## config.mk

```make
export PLATFORM = sky130hd
export DESIGN_NAME = loop_counter_flat
export DESIGN_NICKNAME = d
export VERILOG_FILES = /design/src/rtl/loop_counter_if.sv /design/src/rtl/loop_counter.sv /design/src/flat_wrapper.sv
export SDC_FILE = /design/constraint.sdc
export NUM_CORES = 1
export LEC_CHECK = 0
export BUFFER_PORTS_ARGS = -buffer_cell sky130_fd_sc_hd__buf_2
export CAP_MARGIN = 20
export CORE_MARGIN = 3
export CORE_UTILIZATION = 30
export CTS_CLUSTER_DIAMETER = 200
export CTS_CLUSTER_SIZE = 25
export DETAILED_ROUTE_END_ITERATION = 10
export GPL_TIMING_DRIVEN = 0
export SLEW_MARGIN = 20
export SYNTH_ARGS = -nofsm -noshare
export SYNTH_HDL_FRONTEND = slang
export SYNTH_SLANG_ARGS = --single-unit
```

## constraint.sdc

```tcl
create_clock -name clk -period 3.65 [get_ports clk]
set_clock_uncertainty 0.2 [all_clocks]
set_input_delay 1.095 -clock clk [delete_from_list [all_inputs] [get_ports clk]]
set_output_delay 1.095 -clock clk [all_outputs]
set_load 0.1 [all_outputs]
```

## src/rtl/loop_counter_if.sv

```systemverilog
// loop_counter_if: control, configuration and status bundle for loop_counter.
//   master : drives start/abort/en and cfg_*; observes count/busy/done/wrap/err/iter
//   slave  : the loop counter itself
interface loop_counter_if #(
    parameter int WIDTH  = 4,
    parameter int ITER_W = 8
);
    logic              start;
    logic              abort;
    logic              en;
    logic [WIDTH-1:0]  cfg_lo;
    logic [WIDTH-1:0]  cfg_hi;
    logic [WIDTH-1:0]  cfg_step;
    logic              cfg_down;
    logic              cfg_repeat;
    logic [WIDTH-1:0]  count;
    logic              busy;
    logic              done;
    logic              wrap;
    logic              err;
    logic [ITER_W-1:0] iter;

    modport master (
        output start, abort, en, cfg_lo, cfg_hi, cfg_step, cfg_down, cfg_repeat,
        input  count, busy, done, wrap, err, iter
    );

    modport slave (
        input  start, abort, en, cfg_lo, cfg_hi, cfg_step, cfg_down, cfg_repeat,
        output count, busy, done, wrap, err, iter
    );
endinterface

```

## src/rtl/loop_counter.sv

```systemverilog
// loop_counter: bounded loop sequencer, the hardware form of
// "while (count <= limit) count += step", with up/down direction and repeat.
//   clk    : system clock, rising edge
//   rst_n  : asynchronous active-low reset
//   bus    : loop_counter_if slave (start/abort/en, cfg_*, count/busy/done/wrap/err/iter)
//
// state | meaning
// ------+--------------------------------------------------------------
// IDLE  | waiting for start; config not yet latched, count holds
// RUN   | stepping count by the latched step each cycle en=1
module loop_counter #(
    parameter int WIDTH  = 4,
    parameter int ITER_W = 8
) (
    input  logic         clk,
    input  logic         rst_n,
    loop_counter_if.slave bus
);
    typedef enum logic {IDLE = 1'b0, RUN = 1'b1} state_t;

    state_t            state;
    logic [WIDTH-1:0]  lo_q, hi_q, step_q;
    logic              down_q, repeat_q;
    logic [WIDTH-1:0]  count_q;
    logic [ITER_W-1:0] iter_q;
    logic              busy_q, done_q, wrap_q, err_q;

    logic [WIDTH:0]    nxt;
    logic              term;
    logic [ITER_W-1:0] iter_inc;

    // One extra bit so neither overflow past the top nor borrow below zero
    // can alias back into range.
    always_comb begin
        nxt  = '0;
        term = 1'b0;
        if (down_q) begin
            nxt  = {1'b0, count_q} - {1'b0, step_q};
            term = nxt[WIDTH] || (nxt[WIDTH-1:0] < lo_q);
        end else begin
            nxt  = {1'b0, count_q} + {1'b0, step_q};
            term = nxt > {1'b0, hi_q};
        end
    end

    assign iter_inc = (iter_q == '1) ? iter_q : iter_q + ITER_W'(1);

    always_ff @(posedge clk or negedge rst_n) begin
        if (!rst_n) begin
            state    <= IDLE;
            lo_q     <= '0;
            hi_q     <= '0;
            step_q   <= '0;
            down_q   <= 1'b0;
            repeat_q <= 1'b0;
            count_q  <= '0;
            iter_q   <= '0;
            busy_q   <= 1'b0;
            done_q   <= 1'b0;
            wrap_q   <= 1'b0;
            err_q    <= 1'b0;
        end else begin
            done_q <= 1'b0;
            wrap_q <= 1'b0;
            err_q  <= 1'b0;
            case (state)
                IDLE: begin
                    // abort outranks start even while idle
                    if (bus.start && !bus.abort) begin
                        if (bus.cfg_lo <= bus.cfg_hi) begin
                            lo_q     <= bus.cfg_lo;
                            hi_q     <= bus.cfg_hi;
                            step_q   <= (bus.cfg_step == '0) ? WIDTH'(1) : bus.cfg_step;
                            down_q   <= bus.cfg_down;
                            repeat_q <= bus.cfg_repeat;
                            count_q  <= bus.cfg_down ? bus.cfg_hi : bus.cfg_lo;
                            iter_q   <= '0;
                            busy_q   <= 1'b1;
                            state    <= RUN;
                        end else begin
                            err_q <= 1'b1;
                        end
                    end
                end
                RUN: begin
                    if (bus.abort) begin
                        busy_q <= 1'b0;
                        state  <= IDLE;
                    end else if (bus.en) begin
                        if (!term) begin
                            count_q <= nxt[WIDTH-1:0];
                        end else if (repeat_q) begin
                            count_q <= down_q ? hi_q : lo_q;
                            wrap_q  <= 1'b1;
                            iter_q  <= iter_inc;
                        end else begin
                            done_q <= 1'b1;
                            busy_q <= 1'b0;
                            iter_q <= iter_inc;
                            state  <= IDLE;
                        end
                    end
                end
                default: state <= IDLE;
            endcase
        end
    end

    assign bus.count = count_q;
    assign bus.busy  = busy_q;
    assign bus.done  = done_q;
    assign bus.wrap  = wrap_q;
    assign bus.err   = err_q;
    assign bus.iter  = iter_q;
endmodule

```

## src/flat_wrapper.sv

```systemverilog
// flat-port wrapper written by rule: the top's interface ports become plain ports
module loop_counter_flat 
#(
    parameter int WIDTH  = 4,
    parameter int ITER_W = 8
)
  (clk, rst_n, bus_start, bus_abort, bus_en, bus_cfg_lo, bus_cfg_hi, bus_cfg_step, bus_cfg_down, bus_cfg_repeat, bus_count, bus_busy, bus_done, bus_wrap, bus_err, bus_iter);
  loop_counter_if #(.WIDTH(WIDTH), .ITER_W(ITER_W)) bus_i ();
  input  logic clk;
  input  logic rst_n;
  input wire logic [$bits(bus_i.start)-1:0] bus_start;
  input wire logic [$bits(bus_i.abort)-1:0] bus_abort;
  input wire logic [$bits(bus_i.en)-1:0] bus_en;
  input wire logic [$bits(bus_i.cfg_lo)-1:0] bus_cfg_lo;
  input wire logic [$bits(bus_i.cfg_hi)-1:0] bus_cfg_hi;
  input wire logic [$bits(bus_i.cfg_step)-1:0] bus_cfg_step;
  input wire logic [$bits(bus_i.cfg_down)-1:0] bus_cfg_down;
  input wire logic [$bits(bus_i.cfg_repeat)-1:0] bus_cfg_repeat;
  output wire logic [$bits(bus_i.count)-1:0] bus_count;
  output wire logic [$bits(bus_i.busy)-1:0] bus_busy;
  output wire logic [$bits(bus_i.done)-1:0] bus_done;
  output wire logic [$bits(bus_i.wrap)-1:0] bus_wrap;
  output wire logic [$bits(bus_i.err)-1:0] bus_err;
  output wire logic [$bits(bus_i.iter)-1:0] bus_iter;
  assign bus_i.start = bus_start;
  assign bus_i.abort = bus_abort;
  assign bus_i.en = bus_en;
  assign bus_i.cfg_lo = bus_cfg_lo;
  assign bus_i.cfg_hi = bus_cfg_hi;
  assign bus_i.cfg_step = bus_cfg_step;
  assign bus_i.cfg_down = bus_cfg_down;
  assign bus_i.cfg_repeat = bus_cfg_repeat;
  assign bus_count = bus_i.count;
  assign bus_busy = bus_i.busy;
  assign bus_done = bus_i.done;
  assign bus_wrap = bus_i.wrap;
  assign bus_err = bus_i.err;
  assign bus_iter = bus_i.iter;
  loop_counter #(.WIDTH(WIDTH), .ITER_W(ITER_W)) u_core (.clk(clk), .rst_n(rst_n), .bus(bus_i));
endmodule
```

==> impl_metrics.py, run 1 <==
metrics = {
    "pwr": {
        "combPwrFrac": 0.621,
        "power_mw": 2.36,
        "power-per-cell-area_nw_per_um2": 932,
        "p_int_mw": 1.19,
        "p_seq_frac": 0.228,
        "p_leak_nw": 1.19,
        "pwr-share-clk": 0.151,
        "vdd_ir_drop_max_mv": 0.428,
        "p_switching_mw": 1.18,
        "switching_share": 0.498,
    },
    "synthesis": {
        "ys_warn_count": 0,
        "seq_area_frac_synth": 0.365,
        "synth_top_family_by_area": "simple AND/OR/NAND/NOR gates",
        "synthCells": 231,
        "synth_area_um2": 2130,
        "synth.mux.area_fraction": 0.0582,
        "netlist_top_cells_area": "dfrtp_1, ha_1, nand2_1, mux2i_1, o21ai_0",
        "synth_compound_area_frac": 0.174,
        "ys.flop_type": "dfrtp_1",
        "synthDistinctLibCells": 49,
        "synth_edf_count": 0,
        "synth_top_area_share": 0.365,
        "synth-adder-area-share": 0.136,
        "syn-num-nets": 272,
        "yosysTopAreaCell": "dfrtp_1",
        "syn_area_per_cell_um2": 9.21,
        "ys_ff_latch": 31,
        "synthSimpleGateAreaFrac": 0.189,
        "synth_xor_area_frac": 0.0206,
        "ys_async_sr_fraction": 1.00,
    },
    "global_route": {
        "grt_use_met1": 0.184,
        "overflow": 0,
        "grt_busiest_layer": "met2",
        "antenna_found_initial": 0,
        "gr-usage-met3": 0.0268,
        "first_global_vias": 1883,
        "met2_usage": 0.233,
        "grt_max_degree": 32,
        "track_usage": 0.141,
        "grt_first_pass_wirelength_um": 9320,
    },
    "run_status": {
        "status": "finished clean",
    },
    "floorplanning": {
        "die_x_um": 90.2,
        "die_area_um2": 8140,
        "num_rows": 30,
        "io-pin-count": 35,
        "die_y_um": 90.2,
        "initial_core_util": 0.311,
        "core_um2": 6830,
    },
    "finish": {
        "drive_above_1_share": 0.213,
        "syn_to_final_growth_pct": 19.2,
        "antenna_cells": 0,
        "final_cell_mix": "buf_2, nand2_1, dfrtp_1",
        "instances_no_fill": 368,
        "final_common_cell": "buf_2",
        "nNetsFinal": 312,
    },
    "worst_hold_path": {
        "hold_class": "reg -> reg",
        "hold_start": "u_core.hi_q[0]",
        "hold_end": "u_core.hi_q[0]",
        "min_path_cells": 2,
    },
    "setup_path": {
        "max_stage_delay_ns": 0.51,
        "cp.required_ns": 3.66,
        "worstRegToRegCells": 12,
        "r2r-end": "u_core.bus.iter[6]",
        "path_max_fanout": 9,
        "path_buf_inv": 2,
        "worstReg2RegStart": "u_core.bus.count[2]",
        "cp_top_family": "compound AO/OA/AOI/OAI gates",
        "worst_path_max_delay_cell": "or4_1",
        "crit_arrival_ns": 3.36,
        "critical_path_depth": 12,
        "worstSetupPathType": "reg -> reg",
        "start_kind": "flip-flop",
        "end_kind": "flip-flop",
        "r2r_slack_ns": 0.30,
        "cpMostUsedCell": "ha_1",
        "crit_chain": "ha_1, buf_2, inv_1, a221oi_2, xnor2_1, ha_1, nand4_1, nand2_1, o211ai_1, a21boi_2, or4_1, a21oi_1",
    },
    "placement": {
        "routabilityCongestion": 0.845,
        "port_buffers": 33,
        "hpwl_um": 4080,
        "pre_cts_ws_ns": 0.231,
        "dp_cells": 360,
    },
    "clocking": {
        "insertion_delay_ns": 0.29,
        "root_buffer": "clkbuf_8",
        "ctsHtreeMaxLevel": 2,
        "cts_tree": "done",
        "clockBufferDepth": 2,
        "numCtsBuffers": 5,
        "path_clk_slew_ns": 0.07,
        "cts_sinks": 31,
        "holdBufCountCts": 0,
    },
    "timing": {
        "period_share": 0.919,
        "layout_setup_ws_ns": 0.297,
        "tightest_slew_ns": 0.699,
        "hold-worst-slack_ns": 0.335,
        "period_minus_slack_ns": 3.35,
        "slew_headroom": 0.534,
        "fin_setup_tns_ns": 0,
        "fmax_mhz": 298,
        "slew_viol_final": 0,
        "setup_viol": 0,
        "report.final.hold_viol_count": 0,
        "rsz0062_at_grt": "false",
    },
    "detailed_routing": {
        "final_antenna_net_count": 0,
        "vias_per_cell": 4.86,
        "drc": 0,
        "vias": 1790,
        "routed_wl_um": 5300,
        "drt-wirelength-per-cell_um": 14.4,
        "first_iter_violations": 65,
        "dr.pass1.iters": 4,
    },
    "run": {
        "drv_cap": 0,
    },
}
## power groups by stage
| stage | clock network (mW) | logic [mW] | registers, mW |
|---|---|---|---|
| CTS | 0.363 | 1.45 | 0.541 |
| detailed placement | 0 | 1.44 | 0.547 |
| global route | 0.384 | 1.65 | 0.558 |
| floorplan | 0 | 0.878 | 0.799 |
| global placement | 0 | 1.42 | 0.541 |
| finish | 0.357 | 1.47 | 0.538 |
## stage by stage
step / area, um^2 / util
after global routing: 2540 / 0.371
final: 2540 / 0.371
after CTS: 2530 / 0.370
after detailed placement: 2410 / 0.353
after floorplan: 2130 / -
after global placement: 2410 / 0.353
## sequential cells by signal (all words and copies together) (netlist names)
name,flops
u_core.bus.count,4
u_core.bus.iter,8
u_core.down_q,1
u_core.hi_q,4
u_core.bus.done,1
u_core.bus.err,1
u_core.bus.busy,1
u_core.repeat_q,1
u_core.lo_q,4
u_core.state,1
u_core.bus.wrap,1
u_core.step_q,4
## routing by layer
layer | share of wire | wire length [um]
met5 | 0 | 0
met4 | 0.020 | 104
met3 | 0.031 | 164
met2 | 0.47 | 2500
met1 | 0.48 | 2530
## cells in the mapped netlist (3+ instances only)
master	n
ha_1	20
clkbuf_1	6
o211ai_1	3
buf_2	3
o21ai_0	16
mux2i_1	9
nor3_1	4
a211oi_1	4
a211o_1	3
nand2b_1	4
a21oi_1	8
inv_1	20
nand3_1	5
or4_1	3
o31ai_1	3
dfrtp_1	31
nand4_1	3
nor2b_1	4
nand2_1	32
nor2_1	10
xnor2_1	4
## tightest hold or removal path, stage by stage, from the launching register on
cell	delay, ns
dfrtp_1	0.39
nand2_1	0.06
nand2_1	0.06
## kinds of logic after synthesis
logic type	count (synthesis)
buffers and inverters	30
AND/OR/NAND/NOR	79
XOR/XNOR	5
flip-flops	31
multiplexers	12
adder cells (fa/ha/maj)	22
AO/OA/AOI/OAI	52
## worst max path at each step
stage,slack [ns],end,start
2_1_floorplan,0.02,u_core.bus.iter[0],u_core.bus.count[2]
3_3_place_gp,0.24,u_core.bus.iter[5],bus_abort
3_5_place_dp,0.23,u_core.bus.iter[5],bus_abort
4_1_cts,0.21,u_core.bus.iter[6],u_core.bus.count[2]
5_1_grt,0.07,u_core.bus.iter[4],u_core.bus.count[2]
6_report,0.30,u_core.bus.iter[6],u_core.bus.count[2]
## repair_timing
| item | 4_1_cts | 5_1_grt |
|---|---|---|
| gates resized for setup | 0 | 1 |
| endpoints found under the setup margin | 0 | 6 |
| setup buffers | 0 | 0 |
## area by class of cell
type | instances | area (um^2)
inverters | 20 | 75.1
clock inverters | 2 | 35.0
plain buffers | 10 | 45.0
well taps | 96 | 120
clock buffers | 6 | 82.6
fillers | 734 | 4300
flip-flops and latches | 31 | 776
repair buffers | 33 | 165
multi-input cells | 170 | 1240
(Power assumes the default switching activity.)
==> run 2, diff against run 1 <==
BUFFER_PORTS_ARGS = -buffer_cell sky130_fd_sc_hd__clkbuf_2   (was -buffer_cell sky130_fd_sc_hd__buf_2)
GPL_TIMING_DRIVEN = default   (was 0)
RECOVER_POWER = 25   (was default)
==> impl_metrics.py, run 2 (synthesis gave the netlist of run 1 again) <==
metrics = {
    "run_status": {
        "status": "finished with violations",
        "violations": "capacitance limit, slew limit",
    },
    "floorplanning": {
        "io-pin-count": 35,
        "die_area_um2": 8140,
        "num_rows": 30,
        "initial_core_util": 0.311,
        "core_um2": 6830,
        "die_x_um": 90.2,
        "die_y_um": 90.2,
    },
    "finish": {
        "antenna_cells": 0,
        "nNetsFinal": 306,
        "largest_register_ff_count": 8,
        "final_cell_mix": "clkbuf_2, nand2_1, dfrtp_1",
        "syn_to_final_growth_pct": 17.2,
        "n_fill_cell": 742,
        "final_common_cell": "clkbuf_2",
        "drive_above_1_share": 0.219,
    },
    "placement": {
        "hpwl_um": 3930,
        "routabilityCongestion": 0.807,
        "port_buffers": 34,
    },
    "global_route": {
        "grt_use_met1": 0.178,
        "track_usage": 0.133,
        "grt_max_degree": 34,
        "grt_first_pass_wirelength_um": 8870,
        "first_global_vias": 1778,
        "gr-usage-met3": 0.0251,
        "met2_usage": 0.220,
        "antenna_found_initial": 0,
        "grt_busiest_layer": "met2",
        "overflow": 0,
    },
    "worst_hold_path": {
        "hold_class": "reg -> reg",
    },
    "timing": {
        "hold-worst-slack_ns": 0.331,
        "setup_viol": 0,
        "tightest_slew_ns": 1.70,
        "period_minus_slack_ns": 3.34,
        "fmax_mhz": 300,
        "fin_setup_tns_ns": 0,
        "slew_headroom": -0.134,
        "slew_viol_final": 32,
        "period_share": 0.914,
        "report.final.hold_viol_count": 0,
        "rsz0062_at_grt": "false",
    },
    "setup_path": {
        "worstSetupPathType": "reg -> reg",
        "crit_arrival_ns": 3.34,
        "cp.required_ns": 3.65,
        "cp_top_family": "compound AO/OA/AOI/OAI gates",
        "end_kind": "flip-flop",
        "worst_path_max_delay_cell": "or4_1",
        "crit_chain": "ha_2, inv_1, a221oi_2, xnor2_1, ha_1, nand4_1, nand2_1, o211ai_1, a21boi_2, or4_1, a21oi_1",
        "max_stage_delay_ns": 0.50,
        "path_buf_inv": 1,
        "start_kind": "flip-flop",
        "path_max_fanout": 9,
    },
    "clocking": {
        "cts_sinks": 31,
        "numCtsBuffers": 5,
        "clockBufferDepth": 2,
        "cts_setup_buffers": 0,
        "path_clk_slew_ns": 0.06,
        "ctsHtreeMaxLevel": 2,
        "cts_tree": "done",
        "insertion_delay_ns": 0.28,
        "root_buffer": "clkbuf_8",
        "holdBufCountCts": 0,
    },
    "pwr": {
        "switching_share": 0.511,
        "p_switching_mw": 1.18,
        "p_leak_nw": 1.16,
        "p_seq_frac": 0.242,
        "power_mw": 2.30,
        "combPwrFrac": 0.640,
        "p_int_mw": 1.12,
        "vdd_ir_drop_max_mv": 0.539,
        "power-per-cell-area_nw_per_um2": 923,
        "pwr-share-clk": 0.118,
    },
    "detailed_routing": {
        "dr.pass1.iters": 4,
        "first_iter_violations": 111,
        "vias": 1781,
        "final_antenna_net_count": 0,
        "drt-wirelength-per-cell_um": 14.0,
        "routed_wl_um": 5070,
        "drc": 0,
        "vias_per_cell": 4.93,
    },
    "run": {
        "drv_cap": 1,
    },
}
-- run 2: worst paths after layout --
| path | depth (start not counted) | startpoint | to | slack, ns |
|---|---|---|---|---|
| hold reg to reg | 2 | u_core.lo_q[0] | u_core.lo_q[0] | 0.33 |
| hold / removal | 2 | u_core.lo_q[0] | u_core.lo_q[0] | 0.33 |
| max in group asynchronous | 1 | rst_n | u_core.bus.count[1] | 1.21 |
| min in group asynchronous | 1 | rst_n | u_core.step_q[3] | 1.05 |
| setup reg to reg | 11 | u_core.bus.count[2] | u_core.bus.iter[3] | 0.31 |
| setup / recovery | 11 | u_core.bus.count[2] | u_core.bus.iter[3] | 0.31 |
-- run 2: power groups by stage --
stage                     registers (mW)  clock network, mW  logic (mW)
after global routing               0.576              0.300        1.62
after CTS                          0.558              0.284        1.45
after floorplan                    0.799                  0       0.878
after detailed placement           0.564                  0        1.44
final                              0.557              0.270        1.47
after global placement             0.562                  0        1.41
-- run 2: routing by layer --
layer	part of all wire	wire, um
met5	0	0
met4	0.0085	43
met1	0.47	2390
met2	0.50	2520
met3	0.022	113
-- run 2: worst register-to-register path: stages (launching register included) --
cell	delay [ns]
dfrtp_1	0.43
ha_2	0.44
inv_1	0.07
a221oi_2	0.34
xnor2_1	0.17
ha_1	0.26
nand4_1	0.11
nand2_1	0.06
o211ai_1	0.32
a21boi_2	0.20
or4_1	0.50
a21oi_1	0.16
-- run 2: layout make-up --
type | instances | area [um^2] | share of cell area
inverters | 20 | 75.1 | 0.0301
multi-input cells | 170 | 1240 | 0.498
repair buffers | 37 | 191 | 0.0768
clock buffers | 6 | 82.6 | 0.0331
flip-flops and latches | 31 | 776 | 0.311
clock inverters | 1 | 5.00 | 0.00201
well taps | 96 | 120 | 0.0482
-- run 2: what timing repair did --
item / 4_1_cts / 5_1_grt
setup endpoints to repair: 0 / 7
gates resized for setup: 0 / 3
endpoints found under the hold margin: 0 / 0
-- run 2: stage by stage --
stage | util | setup WS (ns) | std cells | area, um^2
6_report | 0.365 | 0.313 | 361 | 2490
3_3_place_gp | 0.351 | 0.251 | 354 | 2390
4_1_cts | 0.363 | 0.114 | 361 | 2480
2_1_floorplan | - | 0.0232 | 231 | 2130
3_5_place_dp | 0.351 | 0.124 | 354 | 2390
5_1_grt | 0.365 | 0.0408 | 361 | 2490
